## config.mk

```make
export PLATFORM = sky130hd
export DESIGN_NAME = uart_access_arbiter
export DESIGN_NICKNAME = d
export VERILOG_FILES = /design/src/rtl/uart_arb_pkg.sv /design/src/rtl/rr_arbiter.sv /design/src/rtl/uart_access_arbiter.sv
export SDC_FILE = /design/constraint.sdc
export NUM_CORES = 1
export LEC_CHECK = 0
export BUFFER_PORTS_ARGS = -buffer_cell sky130_fd_sc_hd__buf_2
export CAP_MARGIN = 10
export CORE_ASPECT_RATIO = 0.75
export CORE_MARGIN = 2
export CORE_UTILIZATION = 25
export DETAILED_ROUTE_END_ITERATION = 10
export MAX_ROUTING_LAYER = met4
export PLACE_DENSITY = 0.4
export SLEW_MARGIN = 20
export SYNTH_ARGS = -nofsm -noshare
export SYNTH_HDL_FRONTEND = slang
export SYNTH_HIERARCHICAL = 1
export SYNTH_SLANG_ARGS = --single-unit
```

## constraint.sdc

```tcl
create_clock -name clock -period 2 [get_ports clock]
set_clock_uncertainty 0.05 [all_clocks]
set_input_delay 0 -clock clock [delete_from_list [all_inputs] [get_ports clock]]
set_output_delay 0 -clock clock [all_outputs]
set_load 0.03 [all_outputs]
```

## src/rtl/uart_arb_pkg.sv

```systemverilog
// uart_arb_pkg: shared op codes, UART instruction codes and arbiter FSM states
package uart_arb_pkg;
    typedef enum logic [1:0] {
        OP_STATUS = 2'b00,
        OP_READ   = 2'b01,
        OP_WRITE  = 2'b10,
        OP_BREAD  = 2'b11
    } op_e;
    localparam logic [2:0] UART_STATUS = 3'b001;
    localparam logic [2:0] UART_READ   = 3'b010;
    localparam logic [2:0] UART_WRITE  = 3'b011;
    typedef enum logic [2:0] {IDLE, ISSUE, WAIT, POLL_GAP_ST, RESP} state_e;
endpackage

```

## src/rtl/rr_arbiter.sv

```systemverilog
// rr_arbiter: round-robin one-hot grant, last accepted winner gets lowest priority
module rr_arbiter #(
    parameter int N = 2
) (
    input  logic         clock,
    input  logic         init_flag,
    input  logic [N-1:0] req,
    input  logic         advance,
    output logic [N-1:0] grant
);
    localparam int W = N > 1 ? $clog2(N) : 1;
    logic [W-1:0] last, idx;
    // scan requesters starting just after the last winner
    always_comb begin
        grant = '0;
        idx = '0;
        for (int k = 1; k <= N; k++) begin
            idx = W'((int'(last) + k) % N);
            if (req[idx] && grant == '0) grant[idx] = 1'b1;
        end
    end
    // remember the accepted winner; reset makes requester 0 first in line
    always_ff @(posedge clock or negedge init_flag) begin
        if (!init_flag) last <= W'(N - 1);
        else if (advance)
            for (int i = 0; i < N; i++)
                if (grant[i]) last <= W'(i);
    end
endmodule

```

## src/rtl/uart_access_arbiter.sv

```systemverilog
// uart_access_arbiter: shares one UART command port between requesters, with blocking-read polling
module uart_access_arbiter import uart_arb_pkg::*; #(
    parameter int N_REQ        = 2,
    parameter int RESP_LATENCY = 1,
    parameter int POLL_GAP     = 8,
    parameter int POLL_LIMIT   = 255
) (
    input  logic               clock,
    input  logic               init_flag,
    input  logic [N_REQ-1:0]   req_valid,
    input  logic [2*N_REQ-1:0] req_op,
    input  logic [8*N_REQ-1:0] req_wdata,
    output logic [N_REQ-1:0]   req_grant,
    output logic [N_REQ-1:0]   resp_valid,
    output logic [7:0]         resp_data,
    output logic               resp_timeout,
    output logic               busy,
    output logic               uart_enb,
    output logic [2:0]         uart_instruction,
    output logic [7:0]         uart_write_value,
    input  logic               uart_wb_flag,
    input  logic [7:0]         uart_wb_data
);
    localparam int LW = $clog2(RESP_LATENCY + 1);
    localparam int GW = POLL_GAP > 1 ? $clog2(POLL_GAP + 1) : 1;
    state_e           state;
    op_e              op;
    logic [N_REQ-1:0] grant, sel;
    logic [1:0]       g_op;
    logic [7:0]       g_wd, wdata, rdata, wb;
    logic [LW-1:0]    lat_cnt;
    logic [GW-1:0]    gap_cnt;
    logic [7:0]       poll_cnt;
    logic             rd_phase, tout, adv;
    assign adv = state == IDLE && |req_valid;
    assign wb  = uart_wb_flag ? uart_wb_data : 8'h00;
    rr_arbiter #(.N(N_REQ)) u_rr (
        .clock     (clock),
        .init_flag (init_flag),
        .req       (req_valid),
        .advance   (adv),
        .grant     (grant)
    );
    // pick out the winner's op and write byte
    always_comb begin
        g_op = '0;
        g_wd = '0;
        for (int i = 0; i < N_REQ; i++)
            if (grant[i]) begin
                g_op |= req_op[2*i +: 2];
                g_wd |= req_wdata[8*i +: 8];
            end
    end
    // command sequencer; strobes default low so each is a single-cycle pulse
    always_ff @(posedge clock or negedge init_flag) begin
        if (!init_flag) begin
            state            <= IDLE;
            op               <= OP_STATUS;
            sel              <= '0;
            wdata            <= '0;
            rdata            <= '0;
            tout             <= 1'b0;
            rd_phase         <= 1'b0;
            lat_cnt          <= '0;
            gap_cnt          <= '0;
            poll_cnt         <= '0;
            req_grant        <= '0;
            resp_valid       <= '0;
            resp_data        <= '0;
            resp_timeout     <= 1'b0;
            busy             <= 1'b0;
            uart_enb         <= 1'b0;
            uart_instruction <= '0;
            uart_write_value <= '0;
        end else begin
            req_grant        <= '0;
            resp_valid       <= '0;
            resp_data        <= '0;
            resp_timeout     <= 1'b0;
            uart_enb         <= 1'b0;
            uart_instruction <= '0;
            uart_write_value <= '0;
            case (state)
                IDLE: begin
                    busy <= |req_valid;
                    if (|req_valid) begin
                        req_grant <= grant;
                        sel       <= grant;
                        op        <= op_e'(g_op);
                        wdata     <= g_wd;
                        poll_cnt  <= '0;
                        rd_phase  <= 1'b0;
                        state     <= ISSUE;
                    end
                end
                ISSUE: begin
                    uart_enb         <= 1'b1;
                    uart_instruction <= op == OP_WRITE ? UART_WRITE :
                                        (op == OP_READ || rd_phase) ? UART_READ : UART_STATUS;
                    uart_write_value <= op == OP_WRITE ? wdata : 8'h00;
                    lat_cnt          <= '0;
                    rdata            <= '0;
                    tout             <= 1'b0;
                    state            <= op == OP_WRITE ? RESP : WAIT;
                end
                WAIT: begin
                    if (lat_cnt != LW'(RESP_LATENCY)) lat_cnt <= lat_cnt + 1'b1;
                    else if (op != OP_BREAD || rd_phase) begin
                        rdata <= wb;
                        state <= RESP;
                    end else if (wb[0]) begin
                        rd_phase <= 1'b1;
                        state    <= ISSUE;
                    end else begin
                        poll_cnt <= poll_cnt + 8'd1;
                        gap_cnt  <= '0;
                        tout     <= poll_cnt + 8'd1 == 8'(POLL_LIMIT);
                        state    <= poll_cnt + 8'd1 == 8'(POLL_LIMIT) ? RESP : POLL_GAP_ST;
                    end
                end
                POLL_GAP_ST: begin
                    if (gap_cnt == GW'(POLL_GAP - 1)) state <= ISSUE;
                    else gap_cnt <= gap_cnt + 1'b1;
                end
                RESP: begin
                    resp_valid   <= sel;
                    resp_data    <= rdata;
                    resp_timeout <= tout;
                    state        <= IDLE;
                end
                default: state <= IDLE;
            endcase
        end
    end
endmodule
```

==> results by group, run 1 <==
Outcome
  – Status: completed

Detailed routing
  – # DRC: 0
  – Met2 routed WL: 3351 um
  – DR vias/cell: 4.548
  – Iter 0 DRT Violations: 178
  – Initial DRT Pass Iterations: 4
  – DR vias: 2,342
  – Post-Route WL: 7283 um
  – Metal-1 WL: 3579 um
  – DRT antenna net count: 0
  – WL met3: 229 um
  – Uppermost layer routed: met4
  – Post-DR wirelength/cell: 14.14 um

Finish
  – Sequential Area: 0.001603 mm^2
  – Filler instances: 1,096
  – Most common cell after layout, fill and taps aside: dfrtp_1
  – Share of cells above drive strength 1: 27.47%
  – Area added between synthesis and finish: 39.75%
  – Layout Cells excl Fill: 515
  – Multi-input gate area: 0.001139 mm^2
  – Ant diodes: 0
  – Nets: 406
  – Most frequent cells in the layout: dfrtp_1, buf_2, dlygate4sd3_1
  – Final core utilization: 36.40%

Logic synthesis
  – Yosys top cell area share: 54.50%
  – Netlist cell types: 52
  – Syn_area_per_cell: 10.67 um^2
  – Synth warnings: 6
  – Seq/Total Area, Yosys: 55.41%
  – Post-synth top flop: dfrtp_1
  – Asr flop ratio synth: 100.0%
  – Area leader, netlist: dfrtp_1
  – Dominant cells by area after synthesis: dfrtp_1, and3_1, nor2_1
  – Mapped Area: 0.002893 mm^2
  – Post-synth EDFFs: 0
  – Syn nets: 307
  – Cells after Synth: 271
  – Synthesized flop and latch total: 64

Setup path
  – Crit path max fanout: 16
  – Startpoint types: flop
  – R2r endpoint: wdata[2]
  – Worst EP required: 2.15 ns
  – CP Class: reg -> reg
  – Origin of the critical flop-to-flop path: state[1]
  – WP data arrival: 1.99 ns
  – R2R depth: 4
  – Setup slack, reg-to-reg: 0.17 ns
  – Crit. End Element: flop

GRT
  – GRT Total Usage: 13.16%
  – Remaining global-route overflow: 0
  – Initial antenna violation count: 0
  – Global-route wire length before repair: 12,470 um
  – Vias in the first global route: 2,469
  – Largest net degree at the start of global routing: 65

CTS
  – CTS Buffer Depth: 2
  – Hold_buf cts: 32
  – TritonCTS clock tree: built
  – Root buf cell: clkbuf_16
  – PostCTS Resize Cnt: 0
  – Post-CTS setup repair buffer count: 0
  – Clock Latency Late Sink: 0.33 ns
  – CTS Buf Count: 9
  – Clock Sinks: 64
  – H-tree Lvls: 3
  – Clock slew at reported path FFs: 0.05 ns

Place
  – Port Buffer Count: 57
  – Dpl cells: 467
  – HPWL after DPL: 4758 um
  – RD Place Congestion: 0.7745

Power
  – PD cells: 1358 mW/mm^2
  – Leak pwr: 0.002005 uW
  – Total power: 5492 uW
  – VDD IR max: 0.0005131 V

Min path
  – Min-Delay Path Depth: 4
  – Start point of the worst hold path: uart_wb_flag
  – Hold Crit Endpoint: rd_phase
  – Min-delay worst type: in -> reg

Die
  – Total core area: 0.01111 mm^2
  – DIE HEIGHT: 97.16 um
  – DIE WIDTH: 128.2 um
  – Row count: 33
  – Ports: 59
  – Starting Density: 26.04%
  – Total die area: 0.01246 mm^2

Timing
  – Final setup vio count: 0
  – RSZ-0062 raised after global routing: no
  – Highest clock rate: 546.2 MHz
  – Fin crit period: 1.831 ns
  – Worst Hold Slack: 0.1238 ns
  – Fin crit share: 91.55%
  – Final Slew Violations: 0
  – Final hold vios: 0
  – Setup TNS: 0 ns

Run
  – Max Cap Viol: 0
power breakdown:
group          internal, uW  total, uW  switching [uW]  leakage (uW)
Combinational           737       1840            1110      0.000999
Sequential             1670       1930             263      0.000840
Clock                  1160       1720             560      0.000165
Total                  3560       5490            1930       0.00200
per-stage QoR:
stage	area, um^2	setup WS (ns)
2_1_floorplan	2893	0.3291
6_report	4043	0.1690
3_3_place_gp	3391	0.2307
5_1_grt	4043	0.05248
3_5_place_dp	3391	0.1991
4_1_cts	4043	0.1749
worst max-delay path: stages (launching register included):
cell and delay [ns]:
dfrtp_1 0.50, or4_1 0.60, buf_4 0.24, a221oi_1 0.24, nor2_1 0.08
cell type report:
type / instances / area share, %
flip-flops and latches: 64 / 39.65
multi-input cells: 177 / 28.16
repair buffers: 107 / 18.63
clock buffers: 11 / 6.252
well taps: 140 / 4.333
clock inverters: 5 / 1.950
inverters: 11 / 1.021
worst max path at each step:
stage | slack, ns | depth (start not counted) | end | from
global route | 0.05 | 4 | wdata[1] | state[1]
CTS | 0.17 | 4 | wdata[1] | state[1]
floorplan | 0.33 | 6 | poll_cnt[5] | state[1]
global placement | 0.23 | 4 | poll_cnt[5] | state[1]
finish | 0.17 | 4 | wdata[2] | state[1]
detailed placement | 0.20 | 4 | wdata[1] | state[1]
state kept, by name, indices dropped and copies added, names as in the netlist, 2 cells and up:
| signal | cells |
|---|---|
| poll_cnt | 8 |
| rdata | 8 |
| resp_data | 8 |
| uart_write_value | 8 |
| wdata | 8 |
| gap_cnt | 4 |
| state | 3 |
| op | 2 |
| req_grant | 2 |
| resp_valid | 2 |
| sel | 2 |
| uart_instruction | 2 |
cell usage after synthesis, types with 2 or more instances:
cell type,n
dfrtp_1,63
nor2_1,27
and3_1,20
nand2_1,20
o21ai_0,14
inv_1,9
o31ai_1,8
clkbuf_1,7
a21oi_1,6
a221oi_1,6
buf_2,6
nand3_1,6
and2_1,5
nor2b_1,5
o211ai_1,5
a21o_1,4
a221oi_2,4
nor3_1,4
o21a_1,4
buf_6,3
ha_1,3
o2111ai_1,3
xnor2_1,3
buf_4,2
inv_2,2
nor3b_1,2
o21bai_1,2
o22ai_1,2
o41ai_1,2
xor2_1,2
per-layer routing:
layer | track usage [%] | vias up
met5 | - | -
met4 | 4.227 | 0
met3 | 4.020 | 11
met2 | 19.15 | 32
met1 | 17.49 | 1140
li1 | - | 1159
cell families (layout without fill, tap and decap cells):
| kind of cell | count (synthesis) | in the layout | synth area share [%] |
|---|---|---|---|
| adder cells (fa/ha/maj) | 3 | 3 | 1.298 |
| XOR/XNOR | 5 | 5 | 1.514 |
| AO/OA/AOI/OAI | 69 | 69 | 18.34 |
| AND/OR/NAND/NOR | 98 | 98 | 17.73 |
| multiplexers | 1 | 1 | 0.3460 |
| flip-flops | 64 | 64 | 55.41 |
| buffers and inverters | 30 | 134 | 5.233 |
| other | 1 | 1 | 0.1296 |
Power figures use the tool's default switching activity.
==> run 2, diff against run 1 <==
--- a/config.mk
+++ b/config.mk
@@ -15,2 +15,3 @@
 export PLACE_DENSITY = 0.4
+export REMOVE_ABC_BUFFERS = 1
 export SLEW_MARGIN = 20
==> constraint.sdc (replaced) <==
create_clock -name clock -period 2 [get_ports clock]
set_clock_uncertainty 0.05 [all_clocks]
set_input_delay 0.2 -clock clock [delete_from_list [all_inputs] [get_ports clock]]
set_output_delay 0.2 -clock clock [all_outputs]
set_load 0.03 [all_outputs]
==> results by group, run 2 (synthesis gave the netlist of run 1 again) <==
CTS
  – Post-CTS setup repair buffer count: 0 (unchanged)
  – Clock Latency Late Sink: 0.33 ns (about the same)
  – H-tree Lvls: 3 (unchanged)
  – CTS Buf Count: 9 (unchanged)
  – TritonCTS clock tree: built
  – Root buf cell: clkbuf_16
  – Clock slew at reported path FFs: 0.05 ns (about the same)
  – Clock Sinks: 64 (unchanged)
  – CTS Buffer Depth: 2 (unchanged)

GRT
  – Initial antenna violation count: 0 (unchanged)
  – GRT Total Usage: 12.63% (-0.53 points)
  – Vias in the first global route: 2,336 (-5.4%)
  – Remaining global-route overflow: 0 (unchanged)
  – Global-route wire length before repair: 11,830 um (-5.1%)
  – Largest net degree at the start of global routing: 65 (unchanged)

Timing
  – Slew HR: 57.04%
  – Highest clock rate: 538.4 MHz (-1.4%)
  – Final setup vio count: 0 (unchanged)
  – Final worst slack: 0.1426 ns (-0.02644 ns)
  – RSZ-0062 raised after global routing: no
  – Final Slew Violations: 0 (unchanged)
  – Fin crit period: 1.857 ns (+0.02644 ns)
  – Worst Hold Slack: 0.02098 ns (-0.1029 ns)
  – Final hold vios: 0 (unchanged)
  – Slew @ Worst Pin: 0.6445 ns
  – Setup TNS: 0 ns (unchanged)
  – Fin crit share: 92.87% (+1.3 points)

Min path
  – Min-delay worst type: in -> reg

Setup path
  – Worst EP required: 2.16 ns (about the same)
  – CP Class: reg -> reg
  – Crit. End Element: flop
  – WP data arrival: 2.01 ns (+0.02 ns)
  – Startpoint types: flop
  – Crit path max fanout: 16 (unchanged)

Run
  – Max Cap Viol: 0 (unchanged)

Finish
  – Filler instances: 1,127 (+2.8%)
  – Most frequent cells in the layout: dfrtp_1, buf_2, nor2_1
  – Final core utilization: 33.18% (-3.2 points)
  – Share of cells above drive strength 1: 29.41% (+1.9 points)
  – Most common cell after layout, fill and taps aside: dfrtp_1
  – Ant diodes: 0 (unchanged)
  – Multi-input gate area: 0.001142 mm^2 (+0.33%)
  – Nets: 373 (-8.1%)
  – Area added between synthesis and finish: 27.38%
  – Sequential Area: 0.001603 mm^2 (unchanged)

Detailed routing
  – DR vias: 2,209 (-5.7%)
  – Initial DRT Pass Iterations: 4 (unchanged)
  – Post-Route WL: 7068 um (-3.0%)
  – DR vias/cell: 4.602 (+1.2%)
  – Iter 0 DRT Violations: 120 (-33%)
  – WL met3: 351 um (+53%)
  – Met2 routed WL: 3137 um (-6.4%)
  – # DRC: 0 (unchanged)
  – Uppermost layer routed: met4
  – DRT antenna net count: 0 (unchanged)
  – Metal-1 WL: 3521 um (-1.6%)
  – Post-DR wirelength/cell: 14.73 um (+4.1%)

Die
  – Starting Density: 26.04% (unchanged)
  – Ports: 59 (unchanged)
  – Total die area: 0.01246 mm^2 (unchanged)
  – Total core area: 0.01111 mm^2 (unchanged)
  – DIE HEIGHT: 97.16 um (unchanged)
  – Row count: 33 (unchanged)
  – DIE WIDTH: 128.2 um (unchanged)

Place
  – HPWL after DPL: 4842 um (+1.8%)
  – RD Place Congestion: 0.7494 (-3.2%)
  – Place WS: -0.08273 ns (-0.2819 ns)
  – Port Buffer Count: 57 (unchanged)

Power
  – Leak pwr: 0.001847 uW (-7.9%)
  – VDD IR max: 0.0004350 V (-15%)
  – Total power: 5292 uW (-3.6%)
  – PD cells: 1436 mW/mm^2 (+5.7%)

Outcome
  – Status: completed
run 2: changes by cell type in the layout (fill, tap and decap cells not counted):
cell           before  now
a21boi_0            1    0
a21boi_1            1    2
a21oi_1             6    5
a21oi_2             0    1
buf_4              17   15
bufinv_16           2    1
clkinv_2            2    1
clkinv_4            1    0
clkinvlp_4          0    1
dlygate4sd3_1      32    1
run 2: stage by stage:
| step | instance area (um^2) | cells |
|---|---|---|
| 3_5_place_dp | 3376 | 465 |
| 2_1_floorplan | 2783 | 252 |
| 5_1_grt | 3685 | 480 |
| 4_1_cts | 3685 | 480 |
| 3_3_place_gp | 3376 | 465 |
| 6_report | 3685 | 480 |
run 2: layer usage:
layer / vias to the layer above / global-route usage (%)
li1: 1091 / -
met1: 1068 / 17.08
met2: 44 / 17.88
met3: 6 / 5.066
met4: 0 / 2.536
met5: - / -
run 2: final cells by class:
cell class	count	area share, %
repair buffers	74	11.61
inverters	11	1.121
multi-input cells	177	31.00
clock inverters	3	1.155
flip-flops and latches	64	43.50
clock buffers	11	6.859
well taps	140	4.754
run 2: report_power, final:
part,internal (uW),switching [uW]
registers,1670,261
logic,685,1110
clock network,1020,553
run 2: timing repair:
item,4_1_cts,5_1_grt
hold buffers,1,0
endpoints found under the hold margin,63,0
endpoints found under the setup margin,8,0
gates resized for setup,1,0
run 2: final timing paths:
path	from	to	slack, ns	cells after the start
setup / recovery	state[1]	wdata[0]	0.14	4
hold / removal	req_valid[0]	u_rr/last	0.02	2
setup reg to reg	state[1]	wdata[0]	0.14	4
hold reg to reg	sel[1]	sel[1]	0.42	1
max in group asynchronous	init_flag	u_rr/last	1.20	3
min in group asynchronous	init_flag	poll_cnt[5]	0.36	3
run 2: worst max-delay path, stage by stage (launching register included):
cell,delay (ns)
dfrtp_1,0.47
or4_1,0.60
buf_4,0.24
a221oi_1,0.30
nor2_1,0.07
